<file path="config.mk">
export PLATFORM = sky130hd
export DESIGN_NAME = kernel_stream_sink
export DESIGN_NICKNAME = d
export VERILOG_FILES = /design/src/rtl/kernel_stream_pkg.sv /design/src/rtl/kernel_stream_sink_fifo.sv /design/src/rtl/kernel_stream_sink.sv
export SDC_FILE = /design/constraint.sdc
export NUM_CORES = 1
export LEC_CHECK = 0
export CORE_MARGIN = 2
export CORE_UTILIZATION = 60
export CTS_CLUSTER_SIZE = 12
export DETAILED_ROUTE_END_ITERATION = 10
export GPL_ROUTABILITY_DRIVEN = 0
export HOLD_SLACK_MARGIN = 0.08
export PLACE_DENSITY = 0.79
export SYNTH_ARGS = -nofsm -noshare
export SYNTH_HDL_FRONTEND = slang
export SYNTH_SLANG_ARGS = --single-unit
export TNS_END_PERCENT = 1
</file>
<file path="constraint.sdc">
create_clock -name clk -period 11.4 [get_ports clk]
set_input_delay 1.71 -clock clk [delete_from_list [all_inputs] [get_ports clk]]
set_output_delay 1.71 -clock clk [all_outputs]
set_load 0.1 [all_outputs]
</file>
<file path="src/rtl/kernel_stream_pkg.sv">
// Shared types and constants for the kernel stream sink: FSM state encoding,
// flopoco exception codes and the default stream word width.
package kernel_stream_pkg;

    typedef enum logic [1:0] {
        IDLE  = 2'd0,
        RUN   = 2'd1,
        DRAIN = 2'd2,
        DONE  = 2'd3
    } state_t;

    localparam logic [1:0] EXC_ZERO   = 2'b00;
    localparam logic [1:0] EXC_NORMAL = 2'b01;
    localparam logic [1:0] EXC_INF    = 2'b10;
    localparam logic [1:0] EXC_NAN    = 2'b11;

    localparam int STREAMW_DEFAULT = 34;

endpackage

</file>
<file path="src/rtl/kernel_stream_sink_fifo.sv">
// stream_sync_fifo: circular word buffer with AW+1-bit pointers and a
// registered read port (rd_data/rd_valid appear one cycle after a pop).
module stream_sync_fifo #(
    parameter int STREAMW = 34,
    parameter int AW      = 4,
    parameter int DEPTH   = 1 << AW
) (
    input  logic               clk,
    input  logic               rst,
    input  logic               push,
    input  logic [STREAMW-1:0] wr_data,
    input  logic               pop,
    output logic [STREAMW-1:0] rd_data,
    output logic               rd_valid,
    output logic               full,
    output logic               empty
);

    logic [STREAMW-1:0] mem [DEPTH];
    logic [AW:0]        wptr;
    logic [AW:0]        rptr;

    // The extra pointer bit separates a full buffer from an empty one.
    assign empty = (wptr == rptr);
    assign full  = (wptr[AW] != rptr[AW]) && (wptr[AW-1:0] == rptr[AW-1:0]);

    always_ff @(posedge clk) begin
        if (push) begin
            mem[wptr[AW-1:0]] <= wr_data;
        end
    end

    always_ff @(posedge clk or negedge rst) begin
        if (!rst) begin
            wptr     <= '0;
            rptr     <= '0;
            rd_data  <= '0;
            rd_valid <= 1'b0;
        end else begin
            rd_valid <= pop;
            if (push) begin
                wptr <= wptr + 1'b1;
            end
            if (pop) begin
                rd_data <= mem[rptr[AW-1:0]];
                rptr    <= rptr + 1'b1;
            end
        end
    end

endmodule

</file>
<file path="src/rtl/kernel_stream_sink.sv">
// Terminal sink for a kernel output stream: buffers words, counts a frame, flags done.
// Optional KERNEL_STREAM_SINK_FPSTRIP_EN strips and checks the flopoco exception bits.
module kernel_stream_sink
    import kernel_stream_pkg::*;
#(
    parameter int STREAMW = STREAMW_DEFAULT,
    parameter int DEPTH   = 16,
    parameter int AW      = 4,
    parameter int NWORDS  = 1024,
    parameter int CNTW    = 11,
`ifdef KERNEL_STREAM_SINK_FPSTRIP_EN
    localparam int RDW    = STREAMW - 2
`else
    localparam int RDW    = STREAMW
`endif
) (
    input  logic               clk,
    input  logic               rst,
    input  logic               ivalid,
    input  logic [STREAMW-1:0] in1,
    output logic               iready,
    input  logic               start,
    input  logic               rd_en,
    output logic [RDW-1:0]     rd_data,
    output logic               rd_valid,
    output logic [CNTW-1:0]    count,
    output logic               fifo_empty,
    output logic               done,
    output logic               proto_err
);

    state_t state;
    logic   full;
    logic   empty;
    logic   push;
    logic   pop;
    logic   exc_bad;

    // Ready comes only from registered state, never from ivalid.
    assign iready     = (state == RUN) && !full;
    assign push       = ivalid && iready;
    assign pop        = rd_en && !empty;
    assign fifo_empty = empty;

`ifdef KERNEL_STREAM_SINK_FPSTRIP_EN
    assign exc_bad = push && (in1[STREAMW-1:STREAMW-2] != EXC_NORMAL);
`else
    assign exc_bad = 1'b0;
`endif

    stream_sync_fifo #(
        .STREAMW (RDW),
        .AW      (AW),
        .DEPTH   (DEPTH)
    ) u_fifo (
        .clk      (clk),
        .rst      (rst),
        .push     (push),
        .wr_data  (in1[RDW-1:0]),
        .pop      (pop),
        .rd_data  (rd_data),
        .rd_valid (rd_valid),
        .full     (full),
        .empty    (empty)
    );

    // Error setting is placed after the state case so it wins over a start clear.
    always_ff @(posedge clk or negedge rst) begin
        if (!rst) begin
            state     <= IDLE;
            count     <= '0;
            done      <= 1'b0;
            proto_err <= 1'b0;
        end else begin
            if (push) begin
                count <= count + 1'b1;
            end
            case (state)
                IDLE: begin
                    if (start) begin
                        state     <= RUN;
                        count     <= '0;
                        done      <= 1'b0;
                        proto_err <= 1'b0;
                    end
                end
                RUN: begin
                    if (push && (count == CNTW'(NWORDS - 1))) begin
                        state <= DRAIN;
                    end
                end
                DRAIN: begin
                    if (empty) begin
                        state <= DONE;
                        done  <= 1'b1;
                    end
                end
                DONE: begin
                    if (start) begin
                        state <= RUN;
                        count <= '0;
                        done  <= 1'b0;
                    end
                end
                default: state <= IDLE;
            endcase
            if ((ivalid && (state != RUN)) || exc_bad) begin
                proto_err <= 1'b1;
            end
        end
    end

endmodule
</file>
Yosys cells after proc, flatten, opt, wreduce, memory -nomap -nowiden
Memory sizes are Yosys's and may differ from the RTL's. A register that Yosys moved wholly into a read port is not among the register bits.
Index checks and enable logic that the tools add are counted.
Word-level totals
  register bits after elaboration: 26
  latch bits: 0
  memory bits (writable): 544
  bits in read-only memories: 0
  bits of input ports: 39
  output and inout port bits: 50
  logic and storage cells: 53
  memories kept: 1
Memories
  u_fifo.mem: words 16, bits a word 34, rd ports 1, clocked after memory_dff 1, wr ports 1, RTL line kernel_stream_sink_fifo.sv:19  | logic [STREAMW-1:0] mem [DEPTH];
Cells by class
  add/subtract/negate cells: 3
  multipliers: 0
  divide/modulo/power cells: 0
  magnitude comparators: 0
  equal/unequal tests: 11
  shifts and indexed selects: 0
  muxes and demuxes: 14
  bitwise operators: 0
  reductions and logical operators: 17
Operators with widths (number)
  $mux 11: 3
  $add 11x1->11 const B: 1
  $eq 11x10->1 const B: 1
  $add 5x1->5 const B: 2
  $logic_and 1x1->1: 6
  $mux 1: 6
  $mux 2: 3
  $ne 2x1->1 const B: 3
  $pmux 2 s3: 1
  $reduce_and 3->1: 2
  $reduce_bool 2->1: 3
  $eq 5x5->1: 1
  $eq 2x2->1 const B: 2
  $eq 4x4->1: 1
  $logic_not 1->1: 3
  $eq 2x1->1 const B: 1
  $logic_not 2->1: 1
  $ne 2x2->1 const B: 1
  $pmux 1 s2: 1
  $reduce_and 2->1: 1
  $reduce_or 2->1: 1
  $ne 1x1->1: 1

Logic depth before layout (Yosys ltp)
Gate-level depths: netlist of the first run.
  word-level depth: 8
  depth in mapped cells: 8
  depth with buffers taken out: 7

Hierarchy
From an unflattened synthesis of the first run, not the netlist that was laid out.
Unflattened totals
  cell total of the unflattened synthesis: 1132
  area total of the unflattened synthesis: 23107.2 um2
By module, submodules not included
  stream_sync_fifo: instances 1, cells each 1048, area each 22270.1 um2, sequential area each 17461.7 um2
  kernel_stream_sink: instances 1, cells each 84, area each 837.1 um2, sequential area each 375.4 um2

Worst setup path after synthesis of the first run
No wires, ideal clock.
  path type: in2reg
  from: in ivalid
  to: mem u_fifo.mem[3][0] (enable)
  setup time: 0.468 ns
  arrival: 4.649 ns
  data required time: 10.932 ns
  setup slack: 6.283 ns
  stages: 5
  buffers on the path: 1
  cells stage by stage: nand2_1 > a21oi_1 > buf_2 > nand2_1 > nor3_1
On the way
  word-level cells in the longest chain between the ends: 3
Ends and longest elaborated chain
  start, declared: RTL line kernel_stream_sink.sv:19  | input logic ivalid,
  $logic_and 1x1->1: RTL line kernel_stream_sink.sv:41  | assign push = ivalid && iready;
  $mux 1: RTL line kernel_stream_sink_fifo.sv:28  | if (push) begin
  $mux 1 (not written as such): RTL line kernel_stream_sink_fifo.sv:29  | mem[wptr[AW-1:0]] <= wr_data;
  end, declared: RTL line kernel_stream_sink_fifo.sv:19
No other way between the ends.

Worst setup path in the final report of the first run
  from: reg u_fifo.rptr[2]
  to: out fifo_empty
On the way
  word-level cells in the longest chain between the ends: 1
Ends and longest elaborated chain
  start, declared: RTL line kernel_stream_sink_fifo.sv:21  | logic [AW:0] rptr;
  start signal, assigned: RTL line kernel_stream_sink_fifo.sv:46  | rptr <= rptr + 1'b1;
  $eq 5x5->1: RTL line kernel_stream_sink_fifo.sv:24  | assign empty = (wptr == rptr);
  end, declared: RTL line kernel_stream_sink.sv:27  | output logic fifo_empty,
No other way between the ends.

==> results.toml, run 1 <==
[logic_synthesis]
synth_enable_flop_cells = 544
ys_ff_latch = 604
mappedNetlistArea_um2 = 23500
syn_inst = 1202
syn_nets = 1250
seq_area_frac_synth = 0.758
syn_avg_cell_area_um2 = 19.6
synth.largest_area_cell = "edfxtp_1"
yosysWarnings = 0
async_reset_ff_frac = 0.0993
synth_common_cells = "544 x edfxtp_1, 102 x mux4_2, 71 x nor2b_1"
synth_top_area_share = 0.694
synth_area_leaders = "edfxtp_1 69%, mux4_2 9.8%, dfrtp_1 6.4%"
ys_types = 41
synthFlopType = "edfxtp_1"
synth.most_common_cell = "edfxtp_1"

[hold_path]
hold_class = "register to register"

[floorplanning]
die_width_um = 202
coreArea_um2 = 38600
initial_core_util = 0.609
fp.dieH_um = 202
row_count = 72
ios = 89
die_area_um2 = 40800

[critical_path]
slowest_stage = "clkdlybuf4s50_1"
worstSetupStartpointType = "register"
cp-end-kind = "output pin"
crit_buf_inv = 1
cp_cell_sequence = "xor2_1, or4_1, nor2_1, clkdlybuf4s50_1"
required_ns = 9.69
cpLargestDelayFamily = "buffers and inverters"
slowest_delay_ns = 1.14
worstPathArrival_ns = 3.79
cp_max_fo = 62
critical_path_class = "register to output pin"

[cts]
clk_latency_ns = 0.60
cts_max_level = 2
cts_root_buf = "clkbuf_16"
clockBufferDepth = 3
cts_resized = 0
cts_tree = "yes"
cts_buffers = 58
hold_buffers = 0
cts_sinks = 604
cts.clk_slew.worst_paths_ns = 0.06
post_cts_buffers = 0

[global_route]
antenna_found_initial = 3
grt_max_degree = 78
track_usage = 0.248
grt_pass1_wl_mm = 75.0
overflow = 0
grt_pass1_vias = 12200

[sta]
drv_slew = 0
hold_viol_final = 0
setup_tns_ns = 0
finalSetupViolCount = 0
skew_ns = 0.0106
rsz0062_at_grt = "no"
worstMarginPinSlew_ns = 1.23
whs_ns = 0.506
fin_crit_sh = 0.483
period_needed_ns = 5.50
max_freq_mhz = 182
maxSlewHeadroom = 0.180

[routing]
drtPass1Iterations = 5
drc_errors = 0
drtIter0Drc = 1115
wl_per_cell_um = 26.2
vias_per_cell = 6.33
final_antenna_net_count = 0
vias = 11800
routed_wl_mm = 49.0

[final_layout]
final.fill_count = 2299
fin_cells = 1867
drive_gt1_frac = 0.187
ff_latch_area_um2 = 17800
fin_util = 0.690
syn2layout_area_growth_pct = 13.3
fin_area_um2 = 26700
multi_input_area_um2 = 5340
layout.nets = 1345

[place]
port_buffers = 88
place_inst = 1755
hpwlAfterDp_mm = 25.3
post_dp_cell_area_um2 = 24900

[power_and_ir_drop]
pwr-share-seq = 0.407
p_int_mw = 4.46
p_sw_mw = 2.33
vdd_ir_drop_max_mv = 0.162
clkPwrFrac = 0.266
cellLeakagePower_nw = 8.63
power_density_nw_per_um2 = 255
combinationalPowerShare = 0.327
p_sw_frac = 0.343

[status]
outcome = "finished, final reports clean"

[job]
cap_violations = 0
final timing paths:
path / from / endpoint / depth (start not counted) / slack, ns
worst max-delay path: u_fifo.rptr[2] / fifo_empty / 4 / 5.90
worst min-delay path: proto_err / proto_err / 1 / 0.51
worst max register to register: u_fifo.rptr[1] / u_fifo.rd_data[2] / 7 / 7.55
worst min register to register: proto_err / proto_err / 1 / 0.51
max in group asynchronous: rst / u_fifo.rptr[2] / 1 / 9.44
min in group asynchronous: rst / count[3] / 1 / 1.26
power by group through the flow:
stage               clock, mW  sequential [mW]  combinational [mW]
finish                   1.81             2.76                2.22
global route             1.92             2.79                2.36
CTS                      1.83             2.77                2.23
detailed placement          0             2.81                2.22
global placement            0             2.80                2.18
floorplan                   0             3.19                1.30
state kept, by name, indices dropped and copies added (netlist names):
signal and cells:
count 11, done 1, proto_err 1, state 2, u_fifo.mem 544, u_fifo.rd_data 34
u_fifo.rd_valid 1, u_fifo.rptr 5, u_fifo.wptr 5
cells by family (layout without fill, tap and decap cells):
logic type	after synthesis	in the layout	synth area share
xor+xnor	24	24	0.00893
compound gates	156	156	0.0444
simple gates	157	157	0.0365
mux	174	174	0.130
fa+ha+maj	9	9	0.00479
other cells	0	2	0
flops	604	604	0.758
buf+inv	78	223	0.0173
cells in the final DEF, fill, tap and decap left out, drive strengths merged, types with 3 or more instances in the layout:
cell type	netlist	final
edfxtp	544	544
clkbuf	30	106
mux4	102	102
clkdlybuf4s50	0	87
nor2b	71	71
a21oi	70	70
dfrtp	60	60
nor2	48	48
a211oi	38	38
mux2i	37	37
mux2	35	35
a2111oi	34	34
buf	42	20
and3	16	16
xor2	14	14
xnor2	10	10
ha	9	9
nand2	7	7
inv	6	6
o2111ai	4	4
o21ai	4	4
nor3	3	3
cell type report:
type,instances,area share
multi-input combinational,520,0.200
clock inverter,4,0.00174
clock buffer,106,0.0654
sequential,604,0.669
inverter,6,0.000844
timing repair buffer,107,0.0383
tap,518,0.0243
antenna,2,0.000188
metrics by stage:
stage / setup slack [ns] / power, mW
3_5_place_dp: 6.51 / 5.03
2_1_floorplan: 6.28 / 4.49
3_3_place_gp: 6.19 / 4.98
5_1_grt: 5.72 / 7.06
6_report: 5.90 / 6.79
4_1_cts: 5.87 / 6.83
metal layers:
layer  up-vias  track usage  share of wire
met5         -            0        0.00033
met4         2       0.0846          0.028
met3        77       0.0493          0.073
met2       533        0.387           0.48
met1      6165        0.356           0.42
li1       5043            -              -
Power figures use the tool's default switching activity.
==> run 2: changes to the inputs <==
--- a/config.mk
+++ b/config.mk
@@ -6,12 +6,12 @@
 export NUM_CORES = 1
 export LEC_CHECK = 0
 export CORE_MARGIN = 2
-export CORE_UTILIZATION = 60
+export CORE_UTILIZATION = 55
 export CTS_CLUSTER_SIZE = 12
 export DETAILED_ROUTE_END_ITERATION = 10
 export GPL_ROUTABILITY_DRIVEN = 0
 export HOLD_SLACK_MARGIN = 0.08
-export PLACE_DENSITY = 0.79
+export PLACE_DENSITY = 0.76
 export SYNTH_ARGS = -nofsm -noshare
 export SYNTH_HDL_FRONTEND = slang
 export SYNTH_SLANG_ARGS = --single-unit
==> constraint.sdc (replaced) <==
create_clock -name clk -period 4.73 [get_ports clk]
set_input_delay 0.7095 -clock clk [delete_from_list [all_inputs] [get_ports clk]]
set_output_delay 0.7095 -clock clk [all_outputs]
set_load 0.1 [all_outputs]
==> run 2 against run 1 <==
Net effect:
- die area up 8.9%
- design area rose by 0.57%
- count of clock-buffer cells in the layout decreased by 4
- first-iteration DRC count increased by 14%
- critical path depth unchanged
- clock power is 140% higher
- non-clock buffer count up 18
- highest routed layer is now met4
- via count decreased by 0.68%
- utilization is 5.3 points lower
- critical path type unchanged
- hold slack lost 0.22 ns
- setup slack lost 5.0 ns
- cell count is 2.0% higher
==> results.toml, run 2 (synthesis gave the netlist of run 1 again) <==
[routing]
routed_wl_mm = 48.8
final_antenna_net_count = 0
drtIter0Drc = 1272
vias = 11700
wl_per_cell_um = 25.6
drtPass1Iterations = 5
drc_errors = 0
vias_per_cell = 6.16

[power_and_ir_drop]
pwr-share-seq = 0.402
combinationalPowerShare = 0.333
power_density_nw_per_um2 = 609
clkPwrFrac = 0.265
p_int_mw = 10.7
vdd_ir_drop_max_mv = 0.667
p_sw_mw = 5.59
cellLeakagePower_nw = 8.73
p_sw_frac = 0.342

[cts]
clk_latency_ns = 0.60
cts_tree = "yes"
cts_buffers = 59
hold_buffers = 0
post_cts_buffers = 0
cts_sinks = 604
cts.clk_slew.worst_paths_ns = 0.06
clockBufferDepth = 3
cts_root_buf = "clkbuf_16"
cts_resized = 0
cts_max_level = 2

[global_route]
grt_pass1_wl_mm = 73.5
grt_pass1_vias = 12100
overflow = 0
track_usage = 0.224
antenna_found_initial = 0
grt_max_degree = 167

[sta]
finalSetupViolCount = 0
skew_ns = 0.0101
fin_ws_ns = 0.865
hold_viol_final = 0
fin_crit_sh = 0.817
maxSlewHeadroom = 0.273
rsz0062_at_grt = "no"
worstMarginPinSlew_ns = 1.09
whs_ns = 0.284
period_needed_ns = 3.87
setup_tns_ns = 0
drv_slew = 0
max_freq_mhz = 259

[critical_path]
critical_path_class = "register to output pin"
cp-end-kind = "output pin"
r2r_cells = 6
rrSetupSlack_ns = 1.56
required_ns = 4.02
worstSetupStartpointType = "register"
slowest_delay_ns = 1.15
timing.rr.start = "u_fifo.rptr[2]"
cp_max_fo = 43
slowest_stage = "clkdlybuf4s50_1"
worstPathArrival_ns = 3.16
crit_path_end = "iready"
crit_start = "u_fifo.rptr[2]"
r2r_end = "u_fifo.rd_data[12]"
cp_cell_sequence = "xor2_1, nor4_4, a21oi_1, clkdlybuf4s50_1"

[place]
place_worst_setup_slack_ns = 1.46
hpwlAfterDp_mm = 26.5
port_buffers = 88

[final_layout]
final_cell_mix = "544 x edfxtp_1, 102 x mux4_2, 86 x clkdlybuf4s50_1, 71 x nor2b_1, 70 x a21oi_1"
layout.nets = 1364
n_antenna_cell = 0
drive_gt1_frac = 0.198
final_common_cell = "edfxtp_1"
syn2layout_area_growth_pct = 14.0
largest_register_ffs = 544

[floorplanning]
die_area_um2 = 44500
ios = 89
fp.dieH_um = 211
row_count = 75
coreArea_um2 = 42100
die_width_um = 211
initial_core_util = 0.559

[hold_path]
hold_class = "input pin to async pin"

[job]
cap_violations = 0

[status]
outcome = "finished, final reports clean"
-- run 2: cell types whose count changed in the layout (fill, tap and decap cells not counted), sizes merged --
cell	before	now
buf	20	39
clkinv	2	7
clkdlybuf4s50	87	86
diode	2	0
clkbuf	106	102
-- run 2: worst min path at each step --
stage,from,end,slack [ns],cells past startpoint
after floorplan,rst,count[0],0.41,0
after global placement,proto_err,proto_err,0.48,1
after detailed placement,proto_err,proto_err,0.52,1
after CTS,rst,count[10],0.31,1
after global routing,rst,count[8],0.36,1
final,rst,count[10],0.28,1
-- run 2: stage by stage --
step                power, mW  area, µm²  std cells   util
CTS                      16.5      26800       1905  0.637
detailed placement       12.1      25100       1794  0.595
floorplan                10.8      23500       1202      -
finish                   16.3      26800       1905  0.637
global placement         12.0      25100       1794  0.595
global route             17.0      26800       1905  0.637
-- run 2: area by class of cell --
cell class / count / area (µm²)
clock buffers: 102 / 1700
clock inverters: 9 / 68.8
fillers: 2811 / 15300
inverters: 6 / 22.5
multi-input cells: 520 / 5340
flip-flops and latches: 604 / 17800
well taps: 539 / 674
repair buffers: 125 / 1180
-- run 2: routing by layer --
metal,track usage,up-vias,part of all wire
li1,-,5081,-
met1,0.321,6058,0.41
met5,0,-,0
met2,0.364,530,0.49
met4,0.0631,0,0.020
met3,0.0378,71,0.080
-- run 2: power groups by stage --
| stage | Clock, mW | Sequential [mW] | Combinational, mW |
|---|---|---|---|
| 6_report | 4.32 | 6.57 | 5.44 |
| 5_1_grt | 4.61 | 6.62 | 5.79 |
| 4_1_cts | 4.40 | 6.58 | 5.48 |
| 3_5_place_dp | 0 | 6.68 | 5.46 |
| 3_3_place_gp | 0 | 6.66 | 5.39 |
| 2_1_floorplan | 0 | 7.69 | 3.13 |
-- run 2: critical path, delay by kind of cell (launching register included) --
kind                      cells  cell delay [ns]
AOI/OAI and AO/OA             1             0.17
xor gates and xnor gates      1             0.32
buffers and inverters         1             1.15
DFF                           1             0.81
and+or+nand+nor               1             0.11
==> run 3: changes to the inputs <==
--- a/config.mk
+++ b/config.mk
@@ -6,12 +6,12 @@
 export NUM_CORES = 1
 export LEC_CHECK = 0
 export CORE_MARGIN = 2
-export CORE_UTILIZATION = 55
+export CORE_UTILIZATION = 60
 export CTS_CLUSTER_SIZE = 12
 export DETAILED_ROUTE_END_ITERATION = 10
 export GPL_ROUTABILITY_DRIVEN = 0
 export HOLD_SLACK_MARGIN = 0.08
-export PLACE_DENSITY = 0.76
+export PLACE_DENSITY = 0.79
 export SYNTH_ARGS = -nofsm -noshare
 export SYNTH_HDL_FRONTEND = slang
 export SYNTH_SLANG_ARGS = --single-unit
==> constraint.sdc (replaced) <==
create_clock -name clk -period 3.9 [get_ports clk]
set_input_delay 0.585 -clock clk [delete_from_list [all_inputs] [get_ports clk]]
set_output_delay 0.585 -clock clk [all_outputs]
set_load 0.1 [all_outputs]
==> run 3 against run 2 <==
Net effect:
- clock power is 21% higher
- design area is 0.34% higher
- first-iteration DRC count is 3.6% lower
- count of clock-buffer cells in the layout is 2 lower
- utilization is 6.0 points higher
- cell count is 1.3% lower
- largest power group unchanged
==> results.toml, run 3 (synthesis gave the netlist of run 1 again) <==
[sta]
maxSlewHeadroom = 0.279
max_freq_mhz = 306
finalSetupViolCount = 0
setup_tns_ns = 0
fin_crit_sh = 0.839
worstMarginPinSlew_ns = 1.08
rsz0062_at_grt = "no"
skew_ns = 0.0141
drv_slew = 0
period_needed_ns = 3.27
hold_viol_final = 0

[routing]
vias_per_cell = 6.28
final_antenna_net_count = 0
wl_per_cell_um = 25.5
drc_errors = 0
drtIter0Drc = 1226
drtPass1Iterations = 5
vias = 11800
routed_wl_mm = 47.9

[hold_path]
hold_class = "input pin to async pin"

[global_route]
grt_pass1_vias = 12200
grt_max_degree = 138
grt_pass1_wl_mm = 74.4
track_usage = 0.243
antenna_found_initial = 0
overflow = 0

[final_layout]
syn2layout_area_growth_pct = 14.4
fin_util = 0.697
final_common_cell = "edfxtp_1"
final_cell_mix = "544 x edfxtp_1, 102 x mux4_2, 85 x clkdlybuf4s50_1, 71 x nor2b_1, 70 x a21oi_1"
n_antenna_cell = 0
layout.nets = 1365
largest_register_ffs = 544
final.fill_count = 2265
ff_latch_area_um2 = 17800
drive_gt1_frac = 0.200
multi_input_area_um2 = 5340
fin_cells = 1881

[cts]
cts_max_level = 2
clockBufferDepth = 3
clk_latency_ns = 0.59
cts_root_buf = "clkbuf_16"
hold_buffers = 0
cts_buffers = 58
cts.clk_slew.worst_paths_ns = 0.06
cts_tree = "yes"
cts_resized = 0
cts_sinks = 604
post_cts_buffers = 0

[place]
port_buffers = 88
hpwlAfterDp_mm = 25.7
place_inst = 1775

[critical_path]
critical_path_class = "register to output pin"
r2r_end = "u_fifo.rd_data[26]"
crit_start = "u_fifo.rptr[1]"
worstPathArrival_ns = 2.69
r2r_cells = 6
required_ns = 3.31
timing.rr.start = "u_fifo.rptr[1]"
cp_max_fo = 17
worstSetupStartpointType = "register"
rrSetupSlack_ns = 1.20
cp-end-kind = "output pin"

[floorplanning]
die_area_um2 = 40800
fp.dieH_um = 202
die_width_um = 202
ios = 89
initial_core_util = 0.609
coreArea_um2 = 38600
row_count = 72

[job]
cap_violations = 0

[power_and_ir_drop]
power_density_nw_per_um2 = 739
cellLeakagePower_nw = 8.76
vdd_ir_drop_max_mv = 0.451

[status]
outcome = "finished, final reports clean"
[run 3: changes by cell type in the layout (fill, tap and decap cells not counted), sizes merged]
cell	previous run	this run
buf	39	42
clkbuf	102	100
clkinv	7	5
clkdlybuf4s50	86	85
clkinvlp	1	0
[run 3: final cells by class]
| cell class | count | share of cell area |
|---|---|---|
| flip-flops and latches | 604 | 0.663 |
| multi-input cells | 520 | 0.198 |
| clock buffers | 100 | 0.0633 |
| repair buffers | 127 | 0.0484 |
| well taps | 518 | 0.0241 |
| clock inverters | 6 | 0.00195 |
| inverters | 6 | 0.000837 |
[run 3: per-layer routing]
layer	global-route usage	share of wire	up-vias
met5	0	0	-
met4	0.0657	0.020	0
met3	0.0419	0.076	84
met2	0.399	0.50	536
met1	0.344	0.40	6097
li1	-	-	5091
[run 3: how the worst max path moves through the flow]
stage / slack [ns] / to / cells past startpoint
final: 0.63 / fifo_empty / 4
after global routing: 0.52 / fifo_empty / 4
after CTS: 0.60 / fifo_empty / 4
after detailed placement: 1.16 / u_fifo.rd_data[26] / 6
after global placement: 1.19 / u_fifo.rd_data[32] / 6
after floorplan: 0.69 / fifo_empty / 5
[run 3: critical path: stages, from the launching register on]
cell	delay (ns)
dfrtp_4	0.64
xor2_1	0.26
or4_1	0.72
nor2_1	0.17
buf_4	0.31
[run 3: stage by stage]
step                      setup WS (ns)  total power [mW]  hold WS [ns]  area (µm²)
after global routing              0.525              20.7         0.216       26900
after global placement             1.19              14.6         0.473       25200
after floorplan                   0.692              13.1         0.289       23500
after detailed placement           1.16              14.8         0.504       25200
after CTS                         0.600              20.0         0.178       26900
final                             0.629              19.9         0.148       26900
[run 3: report_power, final]
| group | switching (mW) | total, mW | internal (mW) |
|---|---|---|---|
| clock | 2.22 | 5.22 | 3.00 |
| combinational | 4.22 | 6.68 | 2.46 |
| sequential | 0.384 | 8.00 | 7.61 |
